## config.mk

```make
export PLATFORM = sky130hd
export DESIGN_NAME = tenyr_run_ctl
export DESIGN_NICKNAME = d
export VERILOG_FILES = /design/src/rtl/tenyr_run_ctl.sv
export SDC_FILE = /design/constraint.sdc
export NUM_CORES = 1
export LEC_CHECK = 0
export CAP_MARGIN = 20
export CORE_MARGIN = 5
export CORE_UTILIZATION = 53
export CTS_BUF_LIST = sky130_fd_sc_hd__clkbuf_16
export CTS_CLUSTER_DIAMETER = 100
export DETAILED_ROUTE_END_ITERATION = 7
export PLACE_DENSITY = 0.87
export SYNTH_ARGS = -nofsm -noshare
export SYNTH_HDL_FRONTEND = slang
export SYNTH_SLANG_ARGS = --single-unit
```

## constraint.sdc

```tcl
create_clock -name clk -period 3 [get_ports clk]
set_clock_uncertainty 0.2 [all_clocks]
set_input_delay 0.75 -clock clk [delete_from_list [all_inputs] [get_ports clk]]
set_output_delay 0.75 -clock clk [all_outputs]
set_load 0.01 [all_outputs]
```

## src/rtl/tenyr_run_ctl.sv

```systemverilog
//------------------------------------------------------------------------------
// tenyr_run_ctl
//   Power-up sequencer, halt-bus merge and debugger stop/single-step control
//   for the Tenyr core, with a count of cycles in which the core ran.
//   Revision: 1.0
//------------------------------------------------------------------------------
`default_nettype none

`ifndef HALTBUSWIDTH
`define HALTBUSWIDTH 2
`endif

module tenyr_run_ctl #(
    parameter int RESET_CYCLES = 40,
    parameter int PRIME_CYCLES = 10,
    parameter int NSRC         = `HALTBUSWIDTH
) (
    input  logic            clk,
    input  logic            reset_n,
    input  logic [NSRC-1:0] halt_in,
    input  logic            dbg_halt,
    input  logic            step_req,
    output logic            step_ack,
    output logic            cpu_reset_n,
    output logic            halt,
    output logic [2:0]      state,
    output logic [31:0]     run_count
);

    typedef enum logic [2:0] {
        S_RESET   = 3'd0,
        S_PRIME   = 3'd1,
        S_RUN     = 3'd2,
        S_STOPPED = 3'd3,
        S_STEP    = 3'd4
    } state_t;

    localparam logic [15:0] c_reset_load = 16'(RESET_CYCLES - 1);
    localparam logic [15:0] c_prime_load = 16'(PRIME_CYCLES - 1);

    state_t      r_state;
    logic [15:0] r_cnt;
    logic        r_step_q;
    logic        r_ack;
    logic        r_cpu_rst_n;
    logic        r_halt;
    logic [31:0] r_run_count;

    logic w_any;
    logic w_step_edge;

    assign w_any       = |halt_in;
    assign w_step_edge = step_req & ~r_step_q;

    always_ff @(posedge clk or negedge reset_n) begin
        if (!reset_n) begin
            r_state     <= S_RESET;
            r_cnt       <= c_reset_load;
            r_step_q    <= 1'b0;
            r_ack       <= 1'b0;
            r_cpu_rst_n <= 1'b0;
            r_halt      <= 1'b1;
            r_run_count <= 32'd0;
        end else begin
            r_step_q <= step_req;
            r_ack    <= 1'b0;
            if (!r_halt && r_cpu_rst_n) begin
                r_run_count <= r_run_count + 32'd1;
            end

            case (r_state)
                S_PRIME: begin
                    r_cpu_rst_n <= 1'b1;
                    r_halt      <= 1'b1;
                    if (r_cnt == 16'd0) begin
                        if (dbg_halt) begin
                            r_state <= S_STOPPED;
                        end else begin
                            r_state <= S_RUN;
                            r_halt  <= w_any;
                        end
                    end else begin
                        r_cnt <= r_cnt - 16'd1;
                    end
                end

                S_RUN: begin
                    if (dbg_halt) begin
                        r_state <= S_STOPPED;
                        r_halt  <= 1'b1;
                    end else begin
                        r_halt <= w_any;
                    end
                end

                // Releasing the debugger wins over a coincident step edge.
                S_STOPPED: begin
                    r_halt <= 1'b1;
                    if (!dbg_halt) begin
                        r_state <= S_RUN;
                        r_halt  <= w_any;
                    end else if (w_step_edge) begin
                        r_state <= S_STEP;
                    end
                end

                // halt low here means the single run cycle just happened.
                S_STEP: begin
                    if (!r_halt) begin
                        r_halt  <= 1'b1;
                        r_ack   <= 1'b1;
                        r_state <= S_STOPPED;
                    end else if (!w_any) begin
                        r_halt <= 1'b0;
                    end
                end

                default: begin
                    r_cpu_rst_n <= 1'b0;
                    r_halt      <= 1'b1;
                    if (r_cnt == 16'd0) begin
                        r_state     <= S_PRIME;
                        r_cnt       <= c_prime_load;
                        r_cpu_rst_n <= 1'b1;
                    end else begin
                        r_cnt <= r_cnt - 16'd1;
                    end
                end
            endcase
        end
    end

    assign step_ack    = r_ack;
    assign cpu_reset_n = r_cpu_rst_n;
    assign halt        = r_halt;
    assign state       = r_state;
    assign run_count   = r_run_count;

endmodule

`default_nettype wire

```

# Word level (Yosys, flattened, before mapping)
# Cells that the tools add are included.
# word_totals
regBits	55
in_bits	6
output_inout_bits	38
# classes
n_addsub	2
eq_ne	9
n_mux	20
bitwise	3
n_reduce_logical	9
# ops
op	n
$add A32 B1 Y32 const B	1
$mux W16	2
$pmux W16 S2	1
$mux W3	6
$logic_not A16 Y1	1
$sub A16 B1 Y16 const B	1
$pmux W3 S4	1
$mux W1	8
$ne A2 B2 Y1 const B	4
$eq A3 B2 Y1 const B	2
$reduce_and A5 Y1	1
$reduce_bool A4 Y1	1
$reduce_or A2 Y1	2
$eq A3 B1 Y1 const B	1
$eq A3 B3 Y1 const B	1
$ne A3 B3 Y1 const B	1
$pmux W1 S3	1
$reduce_or A3 Y1	1
$not A1 Y1	2
$pmux W1 S2	1
$reduce_and A2 Y1	1
$and A1 B1 Y1	1
$logic_and A1 B1 Y1	1
$logic_not A1 Y1	1

# Longest topological paths before layout
# Gate-level depths: netlist of the first run.
# logic_depth
word_depth	5
depth_mapped	8

# Worst setup path before layout of the first run
# No wires, ideal clock.
# synth_timing
path_kind	register to register
from	register r_cnt[0]
to	register r_state[0] (netlist: state[0])
setup_ns	0.065
arrival_ns	2.384
required_time_ns	2.735
path_slack_ns	0.351
path_stages_with_launch	9
path_buffers	2
synth_period_minus_slack_ns	2.649
path_cell_list	dfstp_2 clkbuf_1 inv_1 ha_1 or4b_2 or4_4 buf_6 a222oi_1 o211a_1
# synth_between
elab_chain_len	3
word_cells_on_any_way	4
classes_between	eq/ne: 1; reduce/logical: 3
# synth_rtl
item	line	text
start, declared	42	logic [15:0] r_cnt;
start signal, assigned	58	r_cnt <= c_reset_load;
start signal, assigned	83	r_cnt <= r_cnt - 16'd1;
start signal, assigned	123	r_cnt <= c_prime_load;
$logic_not A16 Y1 (*)	75, 121	
$ne A2 B2 Y1 (no line) / $reduce_bool A4 Y1 (equally long branches)	-	
$reduce_and A5 Y1 (no line) (*)	-	
end signal, assigned	77	r_state <= S_STOPPED;
end signal, assigned	79	r_state <= S_RUN;
end signal, assigned	122	r_state <= S_PRIME;
end, declared	41	state_t r_state;
# Mark *: on every way between the ends. The rest lies on a longest branch, timed or not.
# A chain may end at the register's enable or synchronous reset.

# Worst setup path in the final report of the first run
# layout_timing
from	register r_state[2] (netlist: state[2])
to	output port state[2]
# layout_lines
item	line	text
start signal, assigned	57	r_state <= S_RESET;
start signal, assigned	77	
start signal, assigned	79	
end, declared	26	output logic [2:0] state,
# No word-level cell between the ends.

==> results.json, run 1 <==
{
  "setup-tns-final_ns": 0,
  "worst_pin_slew_ns": 0.776,
  "gr-total-overflow": 0,
  "portBuffers": 43,
  "coreArea_um2": 5110,
  "fp.dieW_um": 82.7,
  "r2r_end": "state[0]$_DFFE_PN0P_",
  "cp-end-kind": "output pin",
  "clock_sinks": 55,
  "crit_type": "flop to output pin",
  "grt_max_degree": 56,
  "dr_wl_met2_mm": 3.03,
  "cts_made_buffers": 5,
  "hold_start": "run_count[31]$_DFFE_PN0P_",
  "n_fill_cell": 393,
  "min_period_over_period": 0.873,
  "num_antenna_cells": 0,
  "critical_path.cell_chain": "clkdlybuf4s50_1",
  "worstHoldPathType": "flop to flop",
  "ys.flop_type": "dfrtp_1",
  "yosys.area.top_type": "dfrtp_1",
  "slew_viol_final": 0,
  "leakagePower_nw": 1.49,
  "dpl_worst_slack_ns": 0.406,
  "dp_hpwl_mm": 4.19,
  "ir_drop_mv": 0.517,
  "cts.clk_slew.worst_paths_ns": 0.07,
  "clk_latency_ns": 0.29,
  "fmax_mhz": 382,
  "row_count": 26,
  "grt_pass1_vias": 2149,
  "gp_congestion": 0.852,
  "cts-root-buf": "clkbuf_16",
  "first_pass_iters": 4,
  "synth_edf_count": 0,
  "via_per_inst": 5.70,
  "whs_path_depth": 1,
  "wl_per_cell_um": 15.4,
  "dp_cells": 375,
  "avgSynthCellArea_um2": 10.6,
  "yosys_register_bits": 55,
  "htreeDepth": 2,
  "synth_commonest_cells": "dfrtp_1 (50), xnor2_1 (27), nor2_1 (18)",
  "fin_ws_ns": 0.380,
  "drt-total-wl_mm": 5.91,
  "dr_total_vias": 2182,
  "drtIter0Drc": 119,
  "synth_area_leaders": "dfrtp_1 (45%), xnor2_1 (8.5%), dfstp_2 (4.7%), xor2_1 (4.4%), nand3_1 (2.9%)",
  "grt_pass1_wl_mm": 9.97,
  "start_util": 0.548,
  "critPathRequiredTime_ns": 2.05,
  "ctsResizeCount": 0,
  "reg2reg_slack_ns": 0.39,
  "num-nets-final": 321,
  "dr_wl_met3_um": 292,
  "crit_family": "flip-flops",
  "yosysUniqueCellTypes": 52,
  "maxCapViolCount": 0,
  "setup_viol": 0,
  "instances_no_fill": 383,
  "highest_layer": "met4",
  "cts_tree": "yes",
  "worst-path-buf-inv": 1,
  "max_stage_delay_ns": 0.73,
  "synth_area_um2": 2800,
  "wl_met1_mm": 2.55,
  "ys_seq_area_frac": 0.494,
  "yosysWarnings": 0,
  "reg2reg_depth": 6,
  "cp_max_fo": 21,
  "outcome": "finished clean",
  "async_reset_ff_frac": 1.00,
  "postCtsHoldBufs": 0,
  "ant_nets": 0,
  "hold_viol_final": 0,
  "worst_setup_path_start_kind": "flop",
  "die_area_um2": 6830,
  "grt_use_total": 0.188,
  "p_per_area_nw_per_um2": 760,
  "syn_nets": 273,
  "clock_path_buffers": 2,
  "synth_top_area_frac": 0.447,
  "r2r_start": "r_cnt[0]$_DFFE_PN1P_",
  "syn_inst": 264,
  "cp.arrival_ns": 1.67,
  "slew_headroom": 0.478,
  "area_growth_syn_to_layout_pct": 25.3,
  "synth_most_common_cell": "dfrtp_1",
  "cpMaxStageDelayCell": "dfrtp_1",
  "min_to": "run_count[31]$_DFFE_PN0P_",
  "grt_setup_unrepaired": "no",
  "die_h_um": 82.7,
  "drc_errors": 0,
  "antenna_found_initial": 0,
  "postCtsSetupRepairBufs": 0,
  "io_pins": 44,
  "layout-drive-gt1-share": 0.112,
  "fin_crit_ns": 2.62
}
-- cell type report --
class | instances | area [um2] | area share
clock buffers | 5 | 125 | 0.0357
clock inverters | 3 | 63.8 | 0.0182
multi-input cells | 190 | 1340 | 0.381
repair buffers | 49 | 470 | 0.134
flip-flops and latches | 55 | 1380 | 0.394
well taps | 70 | 87.6 | 0.0250
inverters | 11 | 41.3 | 0.0118
-- stage by stage --
step	hold slack [ns]	power (mW)	util	cell area [um2]
5_1_grt	0.305	2.83	0.686	3510
3_5_place_dp	0.273	1.94	0.649	3320
3_3_place_gp	0.260	1.90	0.649	3320
4_1_cts	0.282	2.68	0.686	3510
2_1_floorplan	0.237	1.68	-	2800
6_report	0.283	2.67	0.686	3510
-- worst max-delay path by stage --
stage,start,to,cells past startpoint
after detailed placement,r_cnt[0]$_DFFE_PN1P_,state[0]$_DFFE_PN0P_,6
after floorplan,r_cnt[0]$_DFFE_PN1P_,state[0]$_DFFE_PN0P_,8
after global placement,r_cnt[0]$_DFFE_PN1P_,state[0]$_DFFE_PN0P_,6
after CTS,r_cnt[0]$_DFFE_PN1P_,state[0]$_DFFE_PN0P_,6
after global routing,state[2]$_DFFE_PN0P_,state[2],1
final,state[2]$_DFFE_PN0P_,state[2],1
-- layout by cell type (no fill, tap or decap), drive strengths merged, types with 9 or more instances in the layout --
cell type       n
dfrtp          50
clkdlybuf4s50  42
xnor2          27
nor2           18
nand3          16
xor2           14
nand2          14
inv            12
nand4          12
nor4            9
-- per-layer routing --
| layer | GRT usage | vias to the layer above |
|---|---|---|
| li1 | - | 1055 |
| met1 | 0.242 | 1062 |
| met2 | 0.320 | 61 |
| met3 | 0.0456 | 4 |
| met4 | 0.0458 | 0 |
| met5 | 0 | - |
-- report_power, final --
part           total (mW)  switching [mW]  internal [mW]
clock network       0.720           0.245          0.475
registers            1.14           0.229          0.911
logic               0.806           0.416          0.390
total                2.67           0.890           1.78
-- kinds of logic after synthesis --
logic type	Yosys count	synth area share
simple gates	110	0.234
flops	55	0.494
xor+xnor	41	0.128
compound gates	28	0.0711
buf+inv	19	0.0286
mux	8	0.0304
fa+ha+maj	3	0.0134
-- sequential cells by signal (all words and copies together) (netlist names) --
name,count
halt,1
state,3
run_count,32
r_step_q,1
step_ack,1
r_cnt,16
cpu_reset_n,1
Note: power is estimated with default switching activity, not from simulation.
==> inputs of run 2 (changes only) <==
- CORE_UTILIZATION: 53 -> 31
- DONT_BUFFER_PORTS: unset -> 1
- PLACE_DENSITY: 0.87 -> 0.53
==> run 2 against run 1 <==
- sequential power fell by 4%
- count of clock-buffer cells in the layout did not move
- final area fell by 11%
- sequential share of layout area rose by 4.8 points
- wire length rose by 3.7%
- die area rose by 61%
- first-iteration DRC count rose by 23%
- critical path depth rose by 5
- maximum frequency rose by 0.30%
- highest routed layer unchanged
==> results.json, run 2 (same netlist as run 1, synthesis figures left out) <==
{
  "outcome": "finished clean",
  "critPathRequiredTime_ns": 3.03,
  "fin_crit_ns": 2.61,
  "cp_max_fo": 10,
  "ctsResizeCount": 0,
  "cts.clk_slew.worst_paths_ns": 0.07,
  "first_pass_iters": 4,
  "grt_pass1_vias": 1969,
  "worstHoldPathType": "primary input to async pin",
  "io_pins": 44,
  "multiInputGateArea_um2": 1340,
  "gp_congestion": 0.754,
  "final_area_um2": 3120,
  "antenna_found_initial": 0,
  "dp_hpwl_mm": 4.21,
  "placed_area_um2": 2950,
  "worst_setup_path_start_kind": "flop",
  "die_h_um": 105,
  "cts-root-buf": "clkbuf_16",
  "use_met3": 0.0395,
  "drtIter0Drc": 146,
  "seqCellArea_um2": 1380,
  "drc_errors": 0,
  "grt_max_degree": 51,
  "fp.dieW_um": 105,
  "cts_tree": "yes",
  "total_power_mw": 2.44,
  "cpMaxStageDelayCell": "or4b_2",
  "crit_family": "simple AND/OR/NAND/NOR gates",
  "final_cell_mix": "dfrtp_1 (50), xnor2_1 (27), nor2_1 (18), nand3_1 (16)",
  "critical_path.cell_chain": "inv_1 -> ha_1 -> or4b_2 -> or4_4 -> a222oi_1 -> o211a_1",
  "row_count": 34,
  "setup-tns-final_ns": 0,
  "grt_setup_unrepaired": "no",
  "coreArea_um2": 8760,
  "area_growth_syn_to_layout_pct": 11.6,
  "max_stage_delay_ns": 0.64,
  "dr_total_vias": 2013,
  "largest_register_ffs": 32,
  "drt-total-wl_mm": 6.13,
  "clock_sinks": 55,
  "cts_made_buffers": 5,
  "cp-end-kind": "flop",
  "start_util": 0.319,
  "gr-total-overflow": 0,
  "busiest_layer": "met2",
  "setup_viol": 0,
  "wl_per_cell_um": 16.1,
  "fmax_mhz": 383,
  "via_per_inst": 5.28,
  "ant_nets": 0,
  "layout_commonest_cell": "dfrtp_1",
  "crit_type": "flop to flop",
  "clock_path_buffers": 2,
  "layout-drive-gt1-share": 0.136,
  "portBuffers": 0,
  "n_fill_cell": 863,
  "num-nets-final": 281,
  "p_per_area_nw_per_um2": 781,
  "fin_hold_ws_ns": 0.0994,
  "slew_viol_final": 0,
  "die_area_um2": 11000,
  "clk_latency_ns": 0.29,
  "cp.arrival_ns": 2.64,
  "grt_pass1_wl_mm": 10.4,
  "htreeDepth": 2,
  "met2_usage": 0.188,
  "leakagePower_nw": 1.34,
  "ir_drop_mv": 0.298,
  "slew_headroom": 0.634,
  "grt_use_total": 0.115,
  "num_antenna_cells": 0,
  "dpl_worst_slack_ns": 0.418,
  "fin_ws_ns": 0.388,
  "met1_usage": 0.145,
  "hold_viol_final": 0,
  "worst-path-buf-inv": 1,
  "maxCapViolCount": 0,
  "min_period_over_period": 0.871,
  "worst_pin_slew_ns": 0.547
}
-- run 2: cell types whose count changed in the layout (fill, tap and decap cells not counted) --
cell             delta
clkinvlp_4          +1
buf_2               -1
bufinv_16           -2
clkdlybuf4s50_1    -42
clkinv_2            +1
buf_16              +1
buf_4               +2
-- run 2: path summary, 6_finish.rpt --
kind,startpoint,endpoint,slack [ns],depth (start not counted)
worst max-delay path,r_cnt[0]$_DFFE_PN1P_,state[0]$_DFFE_PN0P_,0.39,6
worst min-delay path,reset_n,r_cnt[2]$_DFFE_PN1P_,0.1,0
worst max register to register,r_cnt[0]$_DFFE_PN1P_,state[0]$_DFFE_PN0P_,0.39,6
worst min register to register,r_cnt[14]$_DFFE_PN0P_,r_cnt[14]$_DFFE_PN0P_,0.27,1
max in group asynchronous,reset_n,r_step_q$_DFF_PN0_,2.27,1
min in group clk,r_cnt[14]$_DFFE_PN0P_,r_cnt[14]$_DFFE_PN0P_,0.27,1
-- run 2: routing by layer --
layer,vias to the layer above,part of all wire
met5,-,0
met4,0,0.0090
met3,5,0.058
met2,38,0.47
met1,1001,0.46
li1,969,-
-- run 2: where the power goes --
group	switching, mW	internal (mW)	leakage (nW)
Clock	0.262	0.306	0.0710
Sequential	0.181	0.911	0.721
Combinational	0.444	0.335	0.544
-- run 2: through the flow --
step,utilization,std cells
detailed placement,0.337,372
finish,0.356,381
global route,0.356,381
floorplan,-,264
global placement,0.337,372
CTS,0.356,381
-- run 2: what timing repair did --
action | CTS | global route
hold buffers | 1 | 0
endpoints found under the setup margin | 0 | 0
hold endpoints to repair | 50 | 0
buffers inserted | 0 | 0
-- run 2: layout make-up --
cell class | instances | share of cell area
Timing Repair Buffer | 9 | 0.0280
Clock buffer | 5 | 0.0401
Inverter | 11 | 0.0132
Clock inverter | 3 | 0.00521
Sequential cell | 55 | 0.443
Tap cell | 108 | 0.0433
Multi-Input combinational cell | 190 | 0.427
